<file path="src/rtl/rect_fill_engine_if.sv">
// Command and RAM-write bundle for the rectangle fill engine.
// The master side issues fill commands and observes the pixel write stream.
// The slave side (the engine) accepts commands and drives the write port.
interface rect_fill_engine_if #(
  parameter int ADD_WIDTH  = 8,
  parameter int DATA_WIDTH = 3
);
  logic                  iStart;
  logic [ADD_WIDTH-1:0]  iRow;
  logic [ADD_WIDTH-1:0]  iCol;
  logic [ADD_WIDTH-1:0]  iHeight;
  logic [ADD_WIDTH-1:0]  iWidth;
  logic [DATA_WIDTH-1:0] iColor;
  logic                  oBusy;
  logic                  oDone;
  logic                  oWriteEnable;
  logic [ADD_WIDTH-1:0]  oWriteRow;
  logic [ADD_WIDTH-1:0]  oWriteCol;
  logic [DATA_WIDTH-1:0] oRGB;

  modport master (
    output iStart, iRow, iCol, iHeight, iWidth, iColor,
    input  oBusy, oDone, oWriteEnable, oWriteRow, oWriteCol, oRGB
  );

  modport slave (
    input  iStart, iRow, iCol, iHeight, iWidth, iColor,
    output oBusy, oDone, oWriteEnable, oWriteRow, oWriteCol, oRGB
  );
endinterface

</file>
<file path="src/rtl/rect_fill_engine.sv">
// Rectangle fill sequencer feeding the frame RAM write port.
// One command per start strobe; emits one clipped pixel write per cycle in
// raster order and then a single-cycle done pulse. The write-port registers
// double as the raster cursor, so the first pixel appears in the cycle right
// after the command is taken.
module rect_fill_engine #(
  parameter int ADD_WIDTH  = 8,
  parameter int DATA_WIDTH = 3,
  parameter int ROW_MAX    = 255,
  parameter int COL_MAX    = 255
) (
  input logic              Clock,
  input logic              Reset,
  rect_fill_engine_if.slave bus
);

  localparam logic [1:0] IDLE = 2'd0;
  localparam logic [1:0] FILL = 2'd1;
  localparam logic [1:0] DONE = 2'd2;

  localparam logic [ADD_WIDTH:0] ROW_LIM = (ADD_WIDTH+1)'(ROW_MAX);
  localparam logic [ADD_WIDTH:0] COL_LIM = (ADD_WIDTH+1)'(COL_MAX);

  logic [1:0]            state_q, state_d;
  logic                  busy_q, busy_d;
  logic                  done_q, done_d;
  logic                  we_q, we_d;
  logic [ADD_WIDTH-1:0]  row_q, row_d;
  logic [ADD_WIDTH-1:0]  col_q, col_d;
  logic [DATA_WIDTH-1:0] rgb_q, rgb_d;
  logic [ADD_WIDTH-1:0]  startCol_q, startCol_d;
  logic [ADD_WIDTH-1:0]  rowEnd_q, rowEnd_d;
  logic [ADD_WIDTH-1:0]  colEnd_q, colEnd_d;

  // One extra bit keeps origin+size-1 from wrapping before it is clipped.
  logic [ADD_WIDTH:0] rowSum;
  logic [ADD_WIDTH:0] colSum;
  logic               isEmpty;

  assign rowSum = {1'b0, bus.iRow} + {1'b0, bus.iHeight} - 1'b1;
  assign colSum = {1'b0, bus.iCol} + {1'b0, bus.iWidth} - 1'b1;

  assign isEmpty = (bus.iHeight == '0) || (bus.iWidth == '0) ||
                   ({1'b0, bus.iRow} > ROW_LIM) || ({1'b0, bus.iCol} > COL_LIM);

  // Next-state logic: command accept, raster stepping and completion.
  always_comb begin
    state_d    = state_q;
    busy_d     = busy_q;
    done_d     = 1'b0;
    we_d       = we_q;
    row_d      = row_q;
    col_d      = col_q;
    rgb_d      = rgb_q;
    startCol_d = startCol_q;
    rowEnd_d   = rowEnd_q;
    colEnd_d   = colEnd_q;

    case (state_q)
      IDLE: begin
        busy_d = 1'b0;
        we_d   = 1'b0;
        if (bus.iStart) begin
          startCol_d = bus.iCol;
          rowEnd_d   = (rowSum > ROW_LIM) ? ROW_LIM[ADD_WIDTH-1:0] : rowSum[ADD_WIDTH-1:0];
          colEnd_d   = (colSum > COL_LIM) ? COL_LIM[ADD_WIDTH-1:0] : colSum[ADD_WIDTH-1:0];
          busy_d     = 1'b1;
          if (isEmpty) begin
            state_d = DONE;
            done_d  = 1'b1;
          end else begin
            state_d = FILL;
            we_d    = 1'b1;
            row_d   = bus.iRow;
            col_d   = bus.iCol;
            rgb_d   = bus.iColor;
          end
        end
      end

      FILL: begin
        if ((row_q == rowEnd_q) && (col_q == colEnd_q)) begin
          state_d = DONE;
          we_d    = 1'b0;
          done_d  = 1'b1;
        end else if (col_q == colEnd_q) begin
          col_d = startCol_q;
          row_d = row_q + 1'b1;
        end else begin
          col_d = col_q + 1'b1;
        end
      end

      DONE: begin
        state_d = IDLE;
        busy_d  = 1'b0;
      end

      default: begin
        state_d = IDLE;
        busy_d  = 1'b0;
        we_d    = 1'b0;
      end
    endcase
  end

  // State and output registers; reset clears everything and drops any fill.
  always_ff @(posedge Clock) begin
    if (Reset) begin
      state_q    <= IDLE;
      busy_q     <= 1'b0;
      done_q     <= 1'b0;
      we_q       <= 1'b0;
      row_q      <= '0;
      col_q      <= '0;
      rgb_q      <= '0;
      startCol_q <= '0;
      rowEnd_q   <= '0;
      colEnd_q   <= '0;
    end else begin
      state_q    <= state_d;
      busy_q     <= busy_d;
      done_q     <= done_d;
      we_q       <= we_d;
      row_q      <= row_d;
      col_q      <= col_d;
      rgb_q      <= rgb_d;
      startCol_q <= startCol_d;
      rowEnd_q   <= rowEnd_d;
      colEnd_q   <= colEnd_d;
    end
  end

  assign bus.oBusy        = busy_q;
  assign bus.oDone        = done_q;
  assign bus.oWriteEnable = we_q;
  assign bus.oWriteRow    = row_q;
  assign bus.oWriteCol    = col_q;
  assign bus.oRGB         = rgb_q;

endmodule

</file>
<file path="src/flat_wrapper.sv">
// flat-port wrapper written by rule: the top's interface ports become plain ports
module rect_fill_engine_flat 
#(
  parameter int ADD_WIDTH  = 8,
  parameter int DATA_WIDTH = 3,
  parameter int ROW_MAX    = 255,
  parameter int COL_MAX    = 255
)
  (Clock, Reset, bus_iStart, bus_iRow, bus_iCol, bus_iHeight, bus_iWidth, bus_iColor, bus_oBusy, bus_oDone, bus_oWriteEnable, bus_oWriteRow, bus_oWriteCol, bus_oRGB);
  rect_fill_engine_if #(.ADD_WIDTH(ADD_WIDTH), .DATA_WIDTH(DATA_WIDTH)) bus_i ();
  input logic Clock;
  input logic Reset;
  input wire logic [$bits(bus_i.iStart)-1:0] bus_iStart;
  input wire logic [$bits(bus_i.iRow)-1:0] bus_iRow;
  input wire logic [$bits(bus_i.iCol)-1:0] bus_iCol;
  input wire logic [$bits(bus_i.iHeight)-1:0] bus_iHeight;
  input wire logic [$bits(bus_i.iWidth)-1:0] bus_iWidth;
  input wire logic [$bits(bus_i.iColor)-1:0] bus_iColor;
  output wire logic [$bits(bus_i.oBusy)-1:0] bus_oBusy;
  output wire logic [$bits(bus_i.oDone)-1:0] bus_oDone;
  output wire logic [$bits(bus_i.oWriteEnable)-1:0] bus_oWriteEnable;
  output wire logic [$bits(bus_i.oWriteRow)-1:0] bus_oWriteRow;
  output wire logic [$bits(bus_i.oWriteCol)-1:0] bus_oWriteCol;
  output wire logic [$bits(bus_i.oRGB)-1:0] bus_oRGB;
  assign bus_i.iStart = bus_iStart;
  assign bus_i.iRow = bus_iRow;
  assign bus_i.iCol = bus_iCol;
  assign bus_i.iHeight = bus_iHeight;
  assign bus_i.iWidth = bus_iWidth;
  assign bus_i.iColor = bus_iColor;
  assign bus_oBusy = bus_i.oBusy;
  assign bus_oDone = bus_i.oDone;
  assign bus_oWriteEnable = bus_i.oWriteEnable;
  assign bus_oWriteRow = bus_i.oWriteRow;
  assign bus_oWriteCol = bus_i.oWriteCol;
  assign bus_oRGB = bus_i.oRGB;
  rect_fill_engine #(.ADD_WIDTH(ADD_WIDTH), .DATA_WIDTH(DATA_WIDTH), .ROW_MAX(ROW_MAX), .COL_MAX(COL_MAX)) u_core (.Clock(Clock), .Reset(Reset), .bus(bus_i));
endmodule
</file>
<file path="config.mk">
export PLATFORM = sky130hd
export DESIGN_NAME = rect_fill_engine_flat
export DESIGN_NICKNAME = d
export VERILOG_FILES = /design/src/rtl/rect_fill_engine_if.sv /design/src/rtl/rect_fill_engine.sv /design/src/flat_wrapper.sv
export SDC_FILE = /design/constraint.sdc
export NUM_CORES = 1
export LEC_CHECK = 0
export ABC_AREA = 0
export CAP_MARGIN = 20
export CORE_ASPECT_RATIO = 1.2
export CORE_MARGIN = 5
export CORE_UTILIZATION = 45
export CTS_BUF_LIST = sky130_fd_sc_hd__clkbuf_8
export DETAILED_ROUTE_END_ITERATION = 7
export HOLD_SLACK_MARGIN = 0.02
export MAX_ROUTING_LAYER = met4
export PLACE_DENSITY = 0.72
export SLEW_MARGIN = 15
export SYNTH_ARGS = -nofsm -noshare
export SYNTH_HDL_FRONTEND = slang
export SYNTH_SLANG_ARGS = --single-unit
</file>
<file path="constraint.sdc">
create_clock -name Clock -period 2.03 [get_ports Clock]
set_input_delay 0.203 -clock Clock [delete_from_list [all_inputs] [get_ports Clock]]
set_output_delay 0.203 -clock Clock [all_outputs]
set_load 0.02 [all_outputs]
</file>
==> impl_metrics.py <==
metrics = {
    "grt": {
        "grt_pass1_wl_um": 18300,
        "antenna_found_initial": 0,
        "overflow": 0,
        "maximum_number_of_pins_on_one_net_before_global_route_repair": 31,
        "grt_pass1_vias": 4012,
        "groute.usage.overall_pct": 23.6,
    },
    "floorplan": {
        "initial_core_util_pct": 46.5,
        "die_area_um2": 9850,
        "core-area_um2": 7710,
        "dieHeight_um": 108,
        "die_width_um": 91.4,
        "boundaryPins": 60,
        "placementRows": 35,
    },
    "setup_path": {
        "rr_worst_depth": 5,
        "worst_r2r_dst": "u_core.bus.oWriteRow[7]",
        "rrSetupSlack_ns": 0.11,
        "worst-endpoint-required_ns": 2.20,
        "crit_path_end_kind": "flop",
        "crit_fanout": 2,
        "startpoint_type": "primary input",
        "worst-setup-path-type": "in2reg",
        "cp_data_arrival_time_ns": 2.15,
        "r2r-start": "u_core.bus.oWriteCol[2]",
    },
    "flow_run": {
        "drv.max_cap_violation_count": 0,
    },
    "clocking": {
        "htree_levels": 2,
        "cts_tree": "yes",
        "path_clk_slew_ns": 0.09,
        "cts.sinks": 48,
        "ctsLongestPathBuffers": 2,
        "clock_latency_ns": 0.30,
        "cts_buffer_count": 5,
        "clock-root-buffer": "sky130_fd_sc_hd__clkbuf_8",
    },
    "logic_synthesis": {
        "postSynthRegisterBits": 48,
        "async_reset_ff_share_pct": 0,
        "yosys_most_used_dff": "sky130_fd_sc_hd__dfxtp_1",
        "post_synth_main_area_contributors": "sky130_fd_sc_hd__dfxtp_1, sky130_fd_sc_hd__ha_1, sky130_fd_sc_hd__inv_1, sky130_fd_sc_hd__a21oi_1, sky130_fd_sc_hd__xnor2_1",
        "seq_area_frac_synth_pct": 26.8,
        "synth.yosys.warnings": 0,
        "synth_cell_types": 59,
        "synth_area_per_cell_um2": 7.78,
        "synth-edff-count": 0,
        "synth_nets": 532,
        "syn-instance-count": 460,
        "synth_area_um2": 3580,
        "synth_top_area_share_pct": 26.8,
        "synth_area_leader_cell": "sky130_fd_sc_hd__dfxtp_1",
    },
    "outcome": {
        "status": "complete, no violations",
    },
    "timing": {
        "final_min_period_over_clock_period_pct": 97.2,
        "timing.setup.tns_ns": 0,
        "fmax_mhz": 507,
        "period_needed_ns": 1.97,
        "final_max_slew_viol_count": 0,
        "hold-worst-slack_ns": 0.251,
        "timing.slew.headroom_pct": 58.1,
        "final.setup_skew_ns": 0.00705,
        "grt_setup_unrepaired": "true",
        "total_count_of_hold_check_failures_in_the_final_report": 0,
        "max_slew.worst_pin.slew_ns": 0.628,
        "finalSetupViolCount": 0,
    },
    "power": {
        "p_per_area_nw_per_um2": 606,
        "leakagePower_nw": 2.23,
        "peak_supply_drop_uv": 336,
    },
    "detailed_routing": {
        "post_drt_via_cell_ratio": 5.65,
        "drt_first_iter_violations": 243,
        "detailroute.via_count": 3845,
        "dr.pass1.iters": 4,
        "total_routed_length_um": 11500,
        "drt_drc_violations_left": 0,
        "drt-wirelength-per-cell_um": 16.9,
        "detail-route-antenna-nets": 0,
    },
    "final_layout": {
        "footprint_of_the_flip_flops_and_latches_um2": 961,
        "antenna_cells": 0,
        "multi_input_area_um2": 2550,
        "finalNetCount": 659,
        "area_growth_from_synthesis_to_layout_pct": 45.5,
        "drive_gt1_share_pct": 32.1,
        "filler_cell_count": 645,
    },
    "placed_design": {
        "gp_congestion": 0.920,
        "numPortBuffers": 59,
        "dp_hpwl_um": 8620,
    },
    "worst_hold_path": {
        "hold_class": "in2reg",
        "hp-start": "bus_iCol[2]",
        "capture_endpoint_of_the_worst_hold_path": "u_core.startCol_q[2]",
        "holdPathStages": 3,
    },
}
## Yosys cell counts (5+ instances only)
library cell and number:
sky130_fd_sc_hd__a21oi_1 43, sky130_fd_sc_hd__a31oi_1 7, sky130_fd_sc_hd__xnor2_1 20, sky130_fd_sc_hd__dfxtp_1 48, sky130_fd_sc_hd__nand3_1 13, sky130_fd_sc_hd__or4_1 5, sky130_fd_sc_hd__nor2_1 15, sky130_fd_sc_hd__nand4_1 8
sky130_fd_sc_hd__o21ai_0 29, sky130_fd_sc_hd__nor3_1 16, sky130_fd_sc_hd__nand2_1 40, sky130_fd_sc_hd__clkbuf_1 13, sky130_fd_sc_hd__ha_1 32, sky130_fd_sc_hd__inv_1 75, sky130_fd_sc_hd__xor2_1 7, sky130_fd_sc_hd__o31ai_1 5
## repair_timing
item | in CTS | in global routing
hold buffers | 0 | 0
gates cloned | 0 | 0
resized for setup | 106 | 26
setup buffers | 7 | 2
endpoints found under the setup margin | 16 | 22
hold endpoints to repair | 0 | 0
pin swaps | 31 | 19
## worst max-delay path, stage by stage
cell and delay (ns):
sky130_fd_sc_hd__clkdlybuf4s15_1 0.20, sky130_fd_sc_hd__inv_2 0.10, sky130_fd_sc_hd__ha_4 0.13, sky130_fd_sc_hd__inv_2 0.04, sky130_fd_sc_hd__ha_4 0.16, sky130_fd_sc_hd__fa_2 0.34, sky130_fd_sc_hd__a21o_1 0.18, sky130_fd_sc_hd__a21oi_2 0.16
sky130_fd_sc_hd__buf_4 0.12, sky130_fd_sc_hd__buf_4 0.08, sky130_fd_sc_hd__buf_4 0.08, sky130_fd_sc_hd__buf_4 0.09, sky130_fd_sc_hd__nand4b_1 0.14, sky130_fd_sc_hd__a41oi_2 0.13
## routing by layer
metal | wire, um | GRT usage [%] | up-vias | share of wire [%]
met5 | 0 | - | - | 0
met4 | 500 | 12.1 | 0 | 4.4
li1 | - | - | 1873 | -
met2 | 6000 | 41.8 | 122 | 52
met3 | 570 | 2.80 | 38 | 5.0
met1 | 4390 | 26.0 | 1812 | 38
## worst max path at each step
stage / from / end / slack (ns)
detailed placement: bus_iCol[2] / u_core.colEnd_q[7] / -0.67
finish: bus_iRow[0] / u_core.rowEnd_q[7] / 0.06
CTS: bus_iRow[6] / u_core.rowEnd_q[7] / 0.001
global placement: bus_iWidth[1] / u_core.colEnd_q[7] / -0.60
floorplan: bus_iHeight[1] / u_core.rowEnd_q[7] / -0.02
global route: bus_iRow[0] / u_core.rowEnd_q[7] / -0.03
## where the power goes
group          switching (W)  internal (W)
combinational       0.000756      0.000711
clock               0.000318      0.000269
sequential         0.0000767       0.00103
total                0.00115       0.00201
## final cells by class
| type | count | area share, % |
|---|---|---|
| Clock buffer | 6 | 1.59 |
| Inverter | 75 | 5.45 |
| Tap cell | 92 | 2.21 |
| Sequential cell | 48 | 18.4 |
| Clock inverter | 2 | 0.144 |
| Multi-Input combinational cell | 315 | 48.9 |
| Timing Repair Buffer | 142 | 23.3 |
## state kept, by name, summed over array words and instances, names as in the netlist
signal	count
u_core.bus.oWriteCol	8
u_core.state_q	2
u_core.startCol_q	8
u_core.bus.oRGB	3
u_core.bus.oWriteEnable	1
u_core.bus.oBusy	1
u_core.rowEnd_q	8
u_core.bus.oDone	1
u_core.bus.oWriteRow	8
u_core.colEnd_q	8
## per-stage QoR
stage	worst slack, ns	std cells	instance area, um^2	util (%)	power [W]
floorplan	-0.0220	460	3630	-	0.00186
CTS	0.00106	678	5120	66.4	0.00310
global route	-0.0331	680	5210	67.6	0.00334
detailed placement	-0.671	663	4780	62.0	0.00241
global placement	-0.604	663	4780	62.0	0.00238
finish	0.0566	680	5210	67.6	0.00316
## logic make-up (layout without fill, tap and decap cells)
logic type	count (synthesis)	in the layout	share of synthesized area, %
simple gates	123	123	17.7
xor+xnor	29	29	7.51
mux	1	1	0.280
fa+ha+maj	34	34	12.3
flops	48	48	26.8
buf+inv	97	225	11.4
compound gates	128	128	24.0
## placed cells by master (no fill, tap or decap), drive strengths merged, types with 5 or more instances in the layout
cell | Yosys | routed
clkdlybuf4s50 | 0 | 30
ha | 32 | 32
clkdlybuf4s15 | 0 | 6
a21oi | 43 | 43
nand3 | 13 | 13
buf | 9 | 89
nand4 | 9 | 9
nand2 | 41 | 41
nor2 | 15 | 15
dlymetal6s2s | 0 | 7
a31oi | 7 | 7
or4 | 5 | 5
xnor2 | 22 | 22
dfxtp | 48 | 48
clkbuf | 13 | 7
dlygate4sd2 | 0 | 9
nor3 | 16 | 16
xor2 | 7 | 7
o31ai | 5 | 5
inv | 75 | 77
o21ai | 31 | 31
Note: power is estimated with default switching activity, not from simulation.
